`config.mk`:
```
export PLATFORM = sky130hd
export DESIGN_NAME = block_sf_48_dematrix
export DESIGN_NICKNAME = d
export VERILOG_FILES = /design/src/rtl/block_sf_48_dematrix_pkg.sv /design/src/rtl/sf_scale_sat.sv /design/src/rtl/block_sf_48_dematrix.sv
export SDC_FILE = /design/constraint.sdc
export NUM_CORES = 1
export LEC_CHECK = 0
export BUFFER_PORTS_ARGS = -buffer_cell sky130_fd_sc_hd__buf_2
export CAP_MARGIN = 30
export CORE_MARGIN = 3
export CORE_UTILIZATION = 55
export CTS_CLUSTER_DIAMETER = 200
export CTS_CLUSTER_SIZE = 24
export DETAILED_ROUTE_END_ITERATION = 12
export PLACE_DENSITY_LB_ADDON = 0.25
export REMOVE_ABC_BUFFERS = 1
export SYNTH_ARGS = -nofsm -noshare
export SYNTH_HDL_FRONTEND = slang
export SYNTH_HIERARCHICAL = 1
export SYNTH_SLANG_ARGS = --single-unit
```
`constraint.sdc`:
```
create_clock -name clock -period 4.1 [get_ports clock]
set_input_delay 0.41 -clock clock [delete_from_list [all_inputs] [get_ports clock]]
set_output_delay 0.41 -clock clock [all_outputs]
set_load 0.02 [all_outputs]
```
`src/rtl/block_sf_48_dematrix_pkg.sv`:
```
// block_sf_48_dematrix_pkg: shared defaults, pairing-FSM encodings and saturation limits
package block_sf_48_dematrix_pkg;

    localparam int WIDTH_DEF     = 18;
    localparam int GAIN_W_DEF    = 4;
    localparam int GAIN_FRAC_DEF = 3;

    localparam int SAT_HI_DEF = (2 ** (WIDTH_DEF - 1)) - 1;
    localparam int SAT_LO_DEF = -(2 ** (WIDTH_DEF - 1));

    typedef enum logic [1:0] {
        WAIT_BOTH = 2'd0,
        HAVE_S    = 2'd1,
        HAVE_D    = 2'd2
    } pair_state_t;

endpackage

```
`src/rtl/sf_scale_sat.sv`:
```
// sf_scale_sat: per-channel gain scaling (floor) and saturation back to the sample width
module sf_scale_sat
    import block_sf_48_dematrix_pkg::*;
#(
    parameter int WIDTH     = WIDTH_DEF,
    parameter int GAIN_W    = GAIN_W_DEF,
    parameter int GAIN_FRAC = GAIN_FRAC_DEF,
    localparam int PW       = WIDTH + GAIN_W + 1,
    localparam int SW       = PW + 1
) (
    input  logic [WIDTH-1:0]  x_i,
    input  logic [GAIN_W-1:0] g_i,
    output logic [PW-1:0]     scaled_o,
    input  logic [SW-1:0]     wide_i,
    output logic [WIDTH-1:0]  sat_o
);

    localparam logic [WIDTH-1:0] SAT_HI = {1'b0, {(WIDTH - 1){1'b1}}};
    localparam logic [WIDTH-1:0] SAT_LO = {1'b1, {(WIDTH - 1){1'b0}}};

    logic signed [PW-1:0] x_ext;
    logic signed [PW-1:0] g_ext;
    logic signed [PW-1:0] prod;
    logic [SW-WIDTH:0]    top_bits;

    // gain is unsigned, so it enters the signed product with a zero guard bit
    assign x_ext    = PW'($signed(x_i));
    assign g_ext    = PW'({1'b0, g_i});
    assign prod     = x_ext * g_ext;
    assign scaled_o = prod >>> GAIN_FRAC;

    // value fits when every bit above the target sign bit repeats the sign
    assign top_bits = wide_i[SW-1:WIDTH-1];
    assign sat_o    = (top_bits == {(SW - WIDTH + 1){wide_i[SW-1]}}) ? wide_i[WIDTH-1:0]
                    : (wide_i[SW-1] ? SAT_LO : SAT_HI);

endmodule

```
`src/rtl/block_sf_48_dematrix.sv`:
```
// block_sf_48_dematrix: pairs L+R / L-R samples and rebuilds saturated LEFT/RIGHT in a 3-stage pipe
module block_sf_48_dematrix
    import block_sf_48_dematrix_pkg::*;
#(
    parameter int WIDTH     = WIDTH_DEF,
    parameter int GAIN_W    = GAIN_W_DEF,
    parameter int GAIN_FRAC = GAIN_FRAC_DEF
) (
    input  logic              clock,
    input  logic              reset,
    input  logic [WIDTH-1:0]  LpR_in,
    input  logic [WIDTH-1:0]  LmR_in,
    input  logic              ready_in_LpR,
    input  logic              ready_in_LmR,
    input  logic [GAIN_W-1:0] Gs,
    input  logic [GAIN_W-1:0] Gd,
    output logic [WIDTH-1:0]  LEFT,
    output logic [WIDTH-1:0]  RIGHT,
    output logic              ready_out,
    output logic              overrun
);

    localparam int PW = WIDTH + GAIN_W + 1;
    localparam int SW = PW + 1;

    pair_state_t state_q, state_d;
    logic [WIDTH-1:0]  held_s_q, held_s_d, held_d_q, held_d_d;
    logic              launch, ovr_set;
    logic              v0_q, v1_q, v2_q;
    logic [WIDTH-1:0]  x_s_q, x_d_q;
    logic [GAIN_W-1:0] g_s_q, g_d_q;
    logic [PW-1:0]     scaled_s, scaled_d, s_s_q, s_d_q;
    logic signed [SW-1:0] sum_w, dif_w;
    logic [SW-1:0]     l_q, r_q;
    logic [WIDTH-1:0]  left_sat, right_sat;
    logic [WIDTH-1:0]  left_q, right_q;
    logic              ready_q, overrun_q;

    // pairing decisions; held samples always track the newest strobe so launch uses them directly
    always_comb begin
        state_d  = state_q;
        launch   = 1'b0;
        ovr_set  = 1'b0;
        held_s_d = ready_in_LpR ? LpR_in : held_s_q;
        held_d_d = ready_in_LmR ? LmR_in : held_d_q;
        case (state_q)
            WAIT_BOTH: begin
                launch  = ready_in_LpR && ready_in_LmR;
                state_d = launch ? WAIT_BOTH
                        : ready_in_LpR ? HAVE_S
                        : ready_in_LmR ? HAVE_D : WAIT_BOTH;
            end
            HAVE_S: begin
                launch  = ready_in_LmR;
                ovr_set = ready_in_LpR;
                state_d = ready_in_LmR ? WAIT_BOTH : HAVE_S;
            end
            HAVE_D: begin
                launch  = ready_in_LpR;
                ovr_set = ready_in_LmR;
                state_d = ready_in_LpR ? WAIT_BOTH : HAVE_D;
            end
            default: state_d = WAIT_BOTH;
        endcase
    end

    // pairing state, held samples and the sticky overrun flag
    always_ff @(posedge clock or negedge reset) begin
        if (!reset) begin
            state_q   <= WAIT_BOTH;
            held_s_q  <= '0;
            held_d_q  <= '0;
            overrun_q <= 1'b0;
        end else begin
            state_q   <= state_d;
            held_s_q  <= held_s_d;
            held_d_q  <= held_d_d;
            overrun_q <= overrun_q | ovr_set;
        end
    end

    // launch register: data pair and both gains captured together
    always_ff @(posedge clock or negedge reset) begin
        if (!reset) begin
            v0_q  <= 1'b0;
            x_s_q <= '0;
            x_d_q <= '0;
            g_s_q <= '0;
            g_d_q <= '0;
        end else begin
            v0_q <= launch;
            if (launch) begin
                x_s_q <= held_s_d;
                x_d_q <= held_d_d;
                g_s_q <= Gs;
                g_d_q <= Gd;
            end
        end
    end

    sf_scale_sat #(.WIDTH(WIDTH), .GAIN_W(GAIN_W), .GAIN_FRAC(GAIN_FRAC)) u_sum (
        .x_i      (x_s_q),
        .g_i      (g_s_q),
        .scaled_o (scaled_s),
        .wide_i   (l_q),
        .sat_o    (left_sat)
    );

    sf_scale_sat #(.WIDTH(WIDTH), .GAIN_W(GAIN_W), .GAIN_FRAC(GAIN_FRAC)) u_dif (
        .x_i      (x_d_q),
        .g_i      (g_d_q),
        .scaled_o (scaled_d),
        .wide_i   (r_q),
        .sat_o    (right_sat)
    );

    // stage 1: scaled sum and difference channels
    always_ff @(posedge clock or negedge reset) begin
        if (!reset) begin
            v1_q  <= 1'b0;
            s_s_q <= '0;
            s_d_q <= '0;
        end else begin
            v1_q <= v0_q;
            if (v0_q) begin
                s_s_q <= scaled_s;
                s_d_q <= scaled_d;
            end
        end
    end

    assign sum_w = SW'($signed(s_s_q)) + SW'($signed(s_d_q));
    assign dif_w = SW'($signed(s_s_q)) - SW'($signed(s_d_q));

    // stage 2: matrix back to left/right with one guard bit, halved with floor
    always_ff @(posedge clock or negedge reset) begin
        if (!reset) begin
            v2_q <= 1'b0;
            l_q  <= '0;
            r_q  <= '0;
        end else begin
            v2_q <= v1_q;
            if (v1_q) begin
                l_q <= sum_w >>> 1;
                r_q <= dif_w >>> 1;
            end
        end
    end

    // stage 3: saturated outputs, held between results
    always_ff @(posedge clock or negedge reset) begin
        if (!reset) begin
            ready_q <= 1'b0;
            left_q  <= '0;
            right_q <= '0;
        end else begin
            ready_q <= v2_q;
            if (v2_q) begin
                left_q  <= left_sat;
                right_q <= right_sat;
            end
        end
    end

    assign LEFT      = left_q;
    assign RIGHT     = right_q;
    assign ready_out = ready_q;
    assign overrun   = overrun_q;

endmodule

```
==> results.md, run 1 <==
- Crit-path max cell delay: ~0.49 ns
- Post-synth top area share: 0.3298
- Hold slack: -0.02304 ns
- Die ar.: approximately 0.032 sq mm
- Placement Setup Slack: -0.06660 ns
- Top-count cell post-synth: dfrtp_1
- Hpwl dp: between 20,000 and 30,000 um
- Worst-Skew Late Latency: a little under 0.5 ns
- Final hold violations: 14
- Multi-input gate area in the final layout: roughly 0.010 sq mm
- Critical Path Fanout Max: 15
- Worst Skew: 0.03189 ns
- Crit path launch type: flop
- Met3 Wirelength: about 1200 um
- Final period utilization: 0.9671
- Asr flop ratio synth: 1.000
- Yosys cell types: 87
- Fin. max-slew vios: 0
- Clock Tree Buf Depth: 3
- Antenna violations before repair: 0
- GRT Util Overall: 0.2163
- Area grow syn2layout: 11.14%
- TritonCTS buffer count: 12
- Vias per cell: between 5 and 6
- Met1 WL: approximately 17,000 um
- Post-Syn Instances: between 1.5k and 2k
- Fillcell total: ~2.4k
- Overflow after GRT: 0
- Detail Route Antenna Nets: 0
- Failing checks: negative hold slack
- I/O pin cnt: 86
- Top cells by count, synth: dfrtp_1, inv_1, mux2_2
- Largest net degree at the start of global routing: approximately 110
- CP arrival: 4.32 ns
- Reg area: 0.005388 sq mm
- Fmax: about 0.25 GHz
- Mapped Area: 0.01631 sq mm
- First-pass GRT wire length: roughly 57,000 um
- CP Capture Type: flop
- Layout cells sized above 1: 0.2278
- Post-CTS Hold Buffers: 0
- Met2 WL post-DR: roughly 15,000 um
- Status: finished with violations
- Leading area contributor after synthesis: dfrtp_1
- CTS tree: done
- Worst Hold Class: input pin to asynchronous set/reset pin
- Post-synth EDFFs: 0
- Worst-path clk slew: ~0.10 ns
- Leading register cell type out of synthesis: dfrtp_1
- Sequential fraction of the synthesis area: 0.3298
- Synth area leaders: dfrtp_1, mux2_2, ha_1, fa_1, inv_1
- Highest Signal Layer: met4
- Syn_area_per_cell: approximately 10 sq um
- Placer Congestion: 0.8979
- Total Wirelength: approximately 34,000 um
- WL per Instance: 15.70 um
- Worst setup margin: 0.1351 ns
- Reg2Reg Depth: 15
- Core area: 0.02894 sq mm
- Initial core utilization: 0.5638
- H-tree levels: 1
- Worst path cell trace: buf_12, and2_1, ha_1, fa_1, inv_1, fa_1, inv_1, ha_4, and3_2, and2_1, a211oi_4, nor4b_4, nor4b_1, buf_4, mux2_2
- Worst Path Required: about 4.5 ns
- Max cap viols: 0
- Chip width: roughly 180 um
- Number of synthesized register bits: approximately 220
- Slowest library cell on the worst path: fa_1
- Vias: 11.70k
- Final setup violation count: 0
- DR iter-0 viols: ~640
- ANT cells: 0
- Row count: 62
- Drt first pass iters: 5
- Final Cell Area: approximately 0.018 sq mm
- Post-route DRC violation count: 0
- Syn. warnings: 6
- CP Class: flop to flop
- Worst slew pin tran: between 0.8 and 0.9 ns
- Critical R2R Capture: s_s_q[20]$_DFFE_PN0P_
- CTS sink cnt: ~220
- Vias in the first global route: 11.73k
- R2R Setup Slk: approximately 0.14 ns
- Setup total negative slack: 0 ns
- Die H: about 180 um
- Fin nets: 2,019
- RSZ-0062 raised after global routing: true
- R2r startpoint: g_s_q[3]$_DFFE_PN0P_
- CTS root buf: clkbuf_16
- Slew margin rel.: 0.4288
- Post-route minimum period: 3.965 ns
- Count of buffers from port buffering: 85
- DP Area: roughly 0.017 sq mm
-- cell usage in the layout, fill, tap and decap left out, types with 22 or more instances in the layout --
| cell type | instances |
|---|---|
| a21oi_1 | 74 |
| and2_1 | 111 |
| buf_2 | 84 |
| buf_4 | 64 |
| dfrtp_1 | 209 |
| fa_1 | 76 |
| ha_1 | 112 |
| inv_1 | 193 |
| mux2_2 | 153 |
| nand2_1 | 140 |
| nor2_1 | 66 |
| o21ai_0 | 66 |
| o21ai_1 | 26 |
| xnor2_1 | 44 |
| xor2_1 | 22 |
-- stage by stage --
step                      utilization  instances  hold slack (ns)
after floorplan                     -       1596           0.1144
final                          0.6267       2149         -0.02304
after CTS                      0.6136       2144         0.004795
after detailed placement       0.6011       2128           0.4580
after global placement         0.6008       2127           0.4425
after global routing           0.6267       2149          0.03101
-- layout make-up --
cell class	count	share of cell area
clock buffers	16	0.01856
inverters	199	0.04120
multi-input cells	1182	0.5631
flip-flops and latches	215	0.2971
well taps	384	0.02650
repair buffers	153	0.05348
-- cells by family (layout without fill, tap and decap cells) --
kind of cell    count (synthesis)  in the layout  synth area share
buf+inv                       272            368           0.06619
simple gates                  447            447            0.1410
xor+xnor                       68             68           0.03651
mux                           154            154            0.1062
flops                         215            215            0.3298
compound gates                305            305            0.1259
fa+ha+maj                     208            208            0.1945
-- what timing repair did --
action | in CTS | in global routing
resized for setup | 3 | 57
endpoints found under the setup margin | 9 | 22
setup buffers | 0 | 4
pin swaps | 0 | 32
-- registers in the layout (all words and copies together) (netlist names) --
register   cells
l_q           23
r_q           23
s_d_q         23
s_s_q         23
LEFT          18
RIGHT         18
held_d_q      18
held_s_q      18
x_d_q         18
x_s_q         18
g_d_q          4
g_s_q          4
state_q        2
overrun        1
ready_out      1
v0_q           1
v1_q           1
v2_q           1
-- worst max-delay path: cells and delay by family, from the launching register on --
| kind | cells | cell delay [ns] |
|---|---|---|
| adder cells (fa/ha/maj) | 4 | 1.51 |
| multiplexers | 1 | 0.26 |
| buffers and inverters | 4 | 0.43 |
| flip-flops | 1 | 0.45 |
| AND/OR/NAND/NOR | 5 | 0.86 |
| AO/OA/AOI/OAI | 1 | 0.32 |
-- worst max path at each step --
stage	startpoint	cells after the start	endpoint
CTS	g_d_q[2]$_DFFE_PN0P_	16	s_d_q[15]$_DFFE_PN0P_
floorplan	g_d_q[2]$_DFFE_PN0P_	16	s_d_q[15]$_DFFE_PN0P_
detailed placement	g_s_q[3]$_DFFE_PN0P_	16	s_s_q[15]$_DFFE_PN0P_
global placement	g_s_q[3]$_DFFE_PN0P_	16	s_s_q[15]$_DFFE_PN0P_
finish	g_s_q[3]$_DFFE_PN0P_	15	s_s_q[20]$_DFFE_PN0P_
global route	g_s_q[3]$_DFFE_PN0P_	16	s_s_q[20]$_DFFE_PN0P_
-- layer usage --
metal  vias to the layer above  GRT usage
met4                         0    0.04545
li1                       5795          -
met1                      5679     0.3206
met2                       192     0.3463
met3                        38    0.02256
met5                         -          0
Power of run 1 is left out: the tool's default activity adds up to more than one toggle a clock period on the data nets, which glitch-free logic cannot reach.
==> inputs of run 2 (changes only) <==
==> constraint.sdc (replaced) <==
create_clock -name clock -period 4.5 [get_ports clock]
set_input_delay 0.45 -clock clock [delete_from_list [all_inputs] [get_ports clock]]
set_output_delay 0.45 -clock clock [all_outputs]
set_load 0.02 [all_outputs]
==> run 2 against run 1 <==
The run now ends clean; register-to-register slack gained 0.19 ns; via count shrank 2.4%; core utilization shrank 2.7 points; sequential share of layout area grew 1.3 points; sequential cell count is the same; design area shrank 4.4%; global-route usage shrank 0.68 points; first-iteration DRC count grew 0.47%; maximum frequency shrank 5.1%; wire length shrank 3.8%; critical path type unchanged; critical endpoint is now s_d_q[21]$_DFFE_PN0P_.
==> results.md, run 2 (same netlist as run 1, synthesis figures left out) <==
- Die ar.: 0.03177 sq mm (unchanged)
- Critical Path Fanout Max: 11 (-4)
- Worst Path Required: 4.90 ns (+0.44 ns)
- WL per Instance: 15.52 um (-1.2%)
- Total Wirelength: 32,450 um (-3.8%)
- CTS sink cnt: 215 (unchanged)
- Fillcell total: 2,546 (+5.6%)
- Worst setup margin: 0.3209 ns (+0.1858 ns)
- Status: finished clean
- Worst slew pin tran: 0.9320 ns (+0.07519 ns)
- Crit path launch type: flop
- Final period utilization: 0.9287 (-0.03837)
- Count of buffers from port buffering: 85 (unchanged)
- ANT cells: 0 (unchanged)
- Slew margin rel.: 0.3740 (-0.05479)
- Max cap viols: 0 (unchanged)
- Worst-Skew Late Latency: 0.49 ns (about the same)
- Worst Hold Class: input pin to asynchronous set/reset pin
- CTS root buf: clkbuf_16
- Crit-path max cell delay: 0.53 ns (+0.04 ns)
- Core area: 0.02894 sq mm (unchanged)
- Overflow after GRT: 0 (unchanged)
- Worst Skew: 0.02114 ns (-0.01075 ns)
- Layout cells sized above 1: 0.1752 (-0.05260)
- Worst Setup SP: g_d_q[2]$_DFFE_PN0P_
- Vias: 11.43k (-2.4%)
- First-pass GRT wire length: 55,690 um (-2.9%)
- H-tree levels: 1 (unchanged)
- Placer Congestion: 0.9298 (+3.6%)
- Setup total negative slack: 0 ns (unchanged)
- Antenna violations before repair: 0 (unchanged)
- TritonCTS buffer count: 12 (unchanged)
- Chip width: 178.2 um (unchanged)
- WP buf/inv: 3 (-1)
- Fin nets: 1,961 (-2.9%)
- Row count: 62 (unchanged)
- Detail Route Antenna Nets: 0 (unchanged)
- CP Capture Type: flop
- Final setup violation count: 0 (unchanged)
- Fin. max-slew vios: 0 (unchanged)
- Commonest non-fill, non-tap cell in the layout: dfrtp_1
- Vias in the first global route: 11.44k (-2.4%)
- Worst path cell trace: buf_4, and2_1, ha_1, fa_1, inv_1, fa_1, inv_1, ha_1, a21oi_1, o21bai_1, a221o_1, a22o_1, o221ai_2, xnor2_1, nand2_1, o21ai_0
- Worst-path clk slew: 0.10 ns (about the same)
- Post-route DRC violation count: 0 (unchanged)
- R2r startpoint: g_d_q[2]$_DFFE_PN0P_
- Top delay family on crit path: adder cells
- Vias per cell: 5.464 (+0.32%)
- GRT Util Overall: 0.2095 (-0.006778)
- Die H: 178.2 um (unchanged)
- Clock Tree Buf Depth: 3 (unchanged)
- Placement Setup Slack: 0.2353 ns (+0.3019 ns)
- CP arrival: 4.58 ns (+0.26 ns)
- Final hold violations: 0 (-14)
- I/O pin cnt: 86 (unchanged)
- Area grow syn2layout: 6.274%
- Slowest library cell on the worst path: fa_1
- Hpwl dp: 25,110 um (-3.8%)
- Initial core utilization: 0.5638 (unchanged)
- Fmax: 0.2393 GHz (-5.1%)
- RSZ-0062 raised after global routing: false
- DR iter-0 viols: 647 (+0.47%)
- Most frequent cells in the layout: dfrtp_1, inv_1, mux2_2, nand2_1, ha_1
- CP Class: flop to flop
- Post-CTS setup repair buffer count: 0 (unchanged)
- CTS tree: done
- Util after Layout: 0.5992 (-0.02746)
- Drt first pass iters: 6 (+1)
- Post-route minimum period: 4.179 ns (+0.2142 ns)
- Largest net degree at the start of global routing: 113 (unchanged)
run 2: metal layers:
| metal | GRT usage | vias to the layer above | part of all wire |
|---|---|---|---|
| li1 | - | 5680 | - |
| met1 | 0.3128 | 5483 | 0.50 |
| met2 | 0.3318 | 219 | 0.44 |
| met3 | 0.01916 | 43 | 0.038 |
| met4 | 0.05032 | 0 | 0.023 |
| met5 | 0 | - | 0 |
run 2: repair_timing:
| item | in CTS | in global routing |
|---|---|---|
| endpoints found under the setup margin | 0 | 5 |
| hold buffers | 0 | 0 |
| gates resized for setup | 0 | 3 |
run 2: path summary, 6_finish.rpt:
check                                    endpoint  slack (ns)  cells past startpoint
min reg2reg                     overrun$_DFF_PN0_        0.47                      1
max reg2reg                 s_d_q[21]$_DFFE_PN0P_        0.32                     16
max                         s_d_q[21]$_DFFE_PN0P_        0.32                     16
min                        held_s_q[12]$_DFF_PN0_        0.02                      1
max in group asynchronous          v1_q$_DFF_PN0_        3.43                      2
min in group clock           g_s_q[0]$_DFFE_PN0P_        0.19                      2
run 2: final cells by class:
type,instances,area (sq um),area share
clock buffers,16,336.6,0.01941
inverters,199,747.0,0.04308
multi-input cells,1182,9866,0.5690
flip-flops and latches,215,5385,0.3106
well taps,384,480.5,0.02771
repair buffers,95,523.0,0.03017
run 2: per-stage QoR:
step	hold slack, ns	cell area, sq um	cells
final	0.01530	17340	2091
after global routing	0.07288	17340	2091
after CTS	0.04816	17320	2089
after detailed placement	0.4453	16980	2073
after global placement	0.4383	16980	2073
after floorplan	0.1544	15980	1596
Power of run 2 is left out for the same reason.
==> inputs of run 3 (changes only) <==
--- a/config.mk
+++ b/config.mk
@@ -7,11 +7,13 @@
 export LEC_CHECK = 0
 export BUFFER_PORTS_ARGS = -buffer_cell sky130_fd_sc_hd__buf_2
 export CAP_MARGIN = 30
+export CORE_ASPECT_RATIO = 1.75
 export CORE_MARGIN = 3
 export CORE_UTILIZATION = 55
 export CTS_CLUSTER_DIAMETER = 200
 export CTS_CLUSTER_SIZE = 24
 export DETAILED_ROUTE_END_ITERATION = 12
+export GPL_TIMING_DRIVEN = 0
 export PLACE_DENSITY_LB_ADDON = 0.25
 export REMOVE_ABC_BUFFERS = 1
 export SYNTH_ARGS = -nofsm -noshare
==> run 3 against run 2 <==
Non-clock buffer count is 1 higher; clock skew hardly changed; critical path type unchanged; largest cell class unchanged; via count is 0.24% higher; sequential cell count stayed put; core utilization is 0.42 points higher.
==> results.md, run 3 (same netlist as run 1, synthesis figures left out) <==
- Initial core utilization: 0.5639 (about the same)
- Largest net degree at the start of global routing: 86 (-24%)
- Max cap viols: 0 (unchanged)
- Core area: 0.02893 sq mm (about the same)
- CTS sink cnt: 215 (unchanged)
- GRT Util Overall: 0.2093 (-0.0002545)
- Worst-Skew Late Latency: 0.49 ns (about the same)
- Placer Congestion: 0.9055 (-2.6%)
- Vias per cell: 5.487 (+0.43%)
- Slew margin rel.: 0.3672 (-0.006766)
- ANT cells: 0 (unchanged)
- Post-route minimum period: 4.253 ns (+0.07379 ns)
- Fmax: 0.2351 GHz (-1.7%)
- Status: finished clean
- TritonCTS buffer count: 12 (unchanged)
- Fin. max-slew vios: 0 (unchanged)
- Total Wirelength: 32,340 um (-0.35%)
- H-tree levels: 1 (unchanged)
- Fin nets: 1,962 (+0.051%)
- Antenna violations before repair: 0 (unchanged)
- I/O pin cnt: 86 (unchanged)
- Commonest non-fill, non-tap cell in the layout: dfrtp_1
- Worst slew pin tran: 0.9421 ns (+0.01007 ns)
- Area grow syn2layout: 7.002%
- Die ar.: 0.03185 sq mm (+0.25%)
- Post-route DRC violation count: 0 (unchanged)
- Chip width: 136.2 um (-24%)
- Final Non-Filler Cells: 2,087 (-0.19%)
- Worst Hold Class: input pin to flop
- CP arrival: 4.65 ns (+0.07 ns)
- Placement Setup Slack: -0.08091 ns (-0.3162 ns)
- Vias: 11.45k (+0.24%)
- CTS root buf: clkbuf_16
- Final period utilization: 0.9451 (+0.01640)
- Worst setup margin: 0.2471 ns (-0.07379 ns)
- Row count: 82 (+32%)
- DP Area: 0.01705 sq mm (+0.38%)
- WL per Instance: 15.49 um (-0.16%)
- Overflow after GRT: 0 (unchanged)
- Final hold violations: 0 (unchanged)
- DR iter-0 viols: 477 (-26%)
- Critical Path Fanout Max: 19 (+8)
- CP Class: flop to flop
- RSZ-0062 raised after global routing: false
- Detail Route Antenna Nets: 0 (unchanged)
- Count of buffers from port buffering: 85 (unchanged)
- Drt first pass iters: 5 (-1)
- Worst-path clk slew: 0.10 ns (about the same)
- Final Cell Area: 0.01746 sq mm (+0.69%)
- Clock Tree Buf Depth: 3 (unchanged)
- Die H: 233.8 um (+31%)
- CTS tree: done
- Layout cells sized above 1: 0.1791 (+0.003891)
- Most frequent cells in the layout: dfrtp_1, inv_1, mux2_2, nand2_1, ha_1
- CP Capture Type: flop
- Worst Skew: 0.02078 ns (-0.0003567 ns)
- First-pass GRT wire length: 55,410 um (-0.50%)
- Crit path launch type: flop
- Vias in the first global route: 11.63k (+1.7%)
- Dpl cells: 2,066 (-0.34%)
- Hpwl dp: 25,850 um (+2.9%)
- Worst Path Required: 4.90 ns (about the same)
- Final setup violation count: 0 (unchanged)
## run 3: changes by cell type in the layout (fill, tap and decap cells not counted), moves of 2 or more
| cell | change |
|---|---|
| buf_16 | +3 |
| buf_4 | -4 |
| nor4b_1 | -2 |
| xnor2_1 | -2 |
| dfrtp_1 | -3 |
| dfrtp_2 | +3 |
| xnor2_2 | +2 |
## run 3: what timing repair did
item,4_1_cts,5_1_grt
endpoints found under the setup margin,4,16
buffers inserted,0,3
hold buffers,1,0
pin swaps,0,1
resized for setup,1,8
endpoints found under the hold margin,54,0
## run 3: stage by stage
| stage | setup TNS, ns | util | hold WS (ns) |
|---|---|---|---|
| 6_report | 0 | 0.6034 | 0.1928 |
| 2_1_floorplan | 0 | - | 0.1544 |
| 5_1_grt | 0 | 0.6034 | 0.1848 |
| 3_3_place_gp | -132.58 | 0.5834 | 0.4429 |
| 4_1_cts | 0 | 0.6015 | 0.1704 |
| 3_5_place_dp | -0.3129 | 0.5891 | 0.3948 |
## run 3: cell type report
cell class                      instances  area, sq um
Sequential cell                       215         5389
Timing Repair Buffer                   96        605.6
Fill cell                            2560        11480
Inverter                              199        747.0
Multi-Input combinational cell       1182         9902
Clock buffer                           17        340.3
Tap cell                              378        473.0
## run 3: final timing paths
check | cells past startpoint | slack [ns] | to | from
hold / removal | 2 | 0.19 | g_d_q[1]$_DFFE_PN0P_ | Gd[1]
setup / recovery | 16 | 0.25 | s_d_q[19]$_DFFE_PN0P_ | g_d_q[3]$_DFFE_PN0P_
setup reg to reg | 16 | 0.25 | s_d_q[19]$_DFFE_PN0P_ | g_d_q[3]$_DFFE_PN0P_
min in group asynchronous | 2 | 0.46 | ready_out$_DFF_PN0_ | reset
hold reg to reg | 1 | 0.46 | overrun$_DFF_PN0_ | overrun$_DFF_PN0_
max in group asynchronous | 3 | 3.23 | g_d_q[3]$_DFFE_PN0P_ | reset
## run 3: routing by layer
metal | vias to the layer above | wire, um | GRT usage
met1 | 5543 | 13140 | 0.2453
met4 | 0 | 1019 | 0.07409
met2 | 178 | 17430 | 0.3973
met3 | 52 | 742 | 0.01438
li1 | 5679 | - | -
met5 | - | 0 | 0
## run 3: worst max-delay path, cell delays in order, from the launching register on
cell      delay [ns]
dfrtp_2         0.53
and2_1          0.19
ha_1            0.30
fa_1            0.54
inv_1           0.05
fa_1            0.54
inv_1           0.05
ha_1            0.37
a21oi_2         0.18
a21bo_1         0.17
o211ai_2        0.10
a221o_1         0.35
a22o_1          0.26
o221ai_2        0.22
xnor2_2         0.18
nand2_1         0.08
o21ai_0         0.07
Power of run 3 is left out for the same reason.
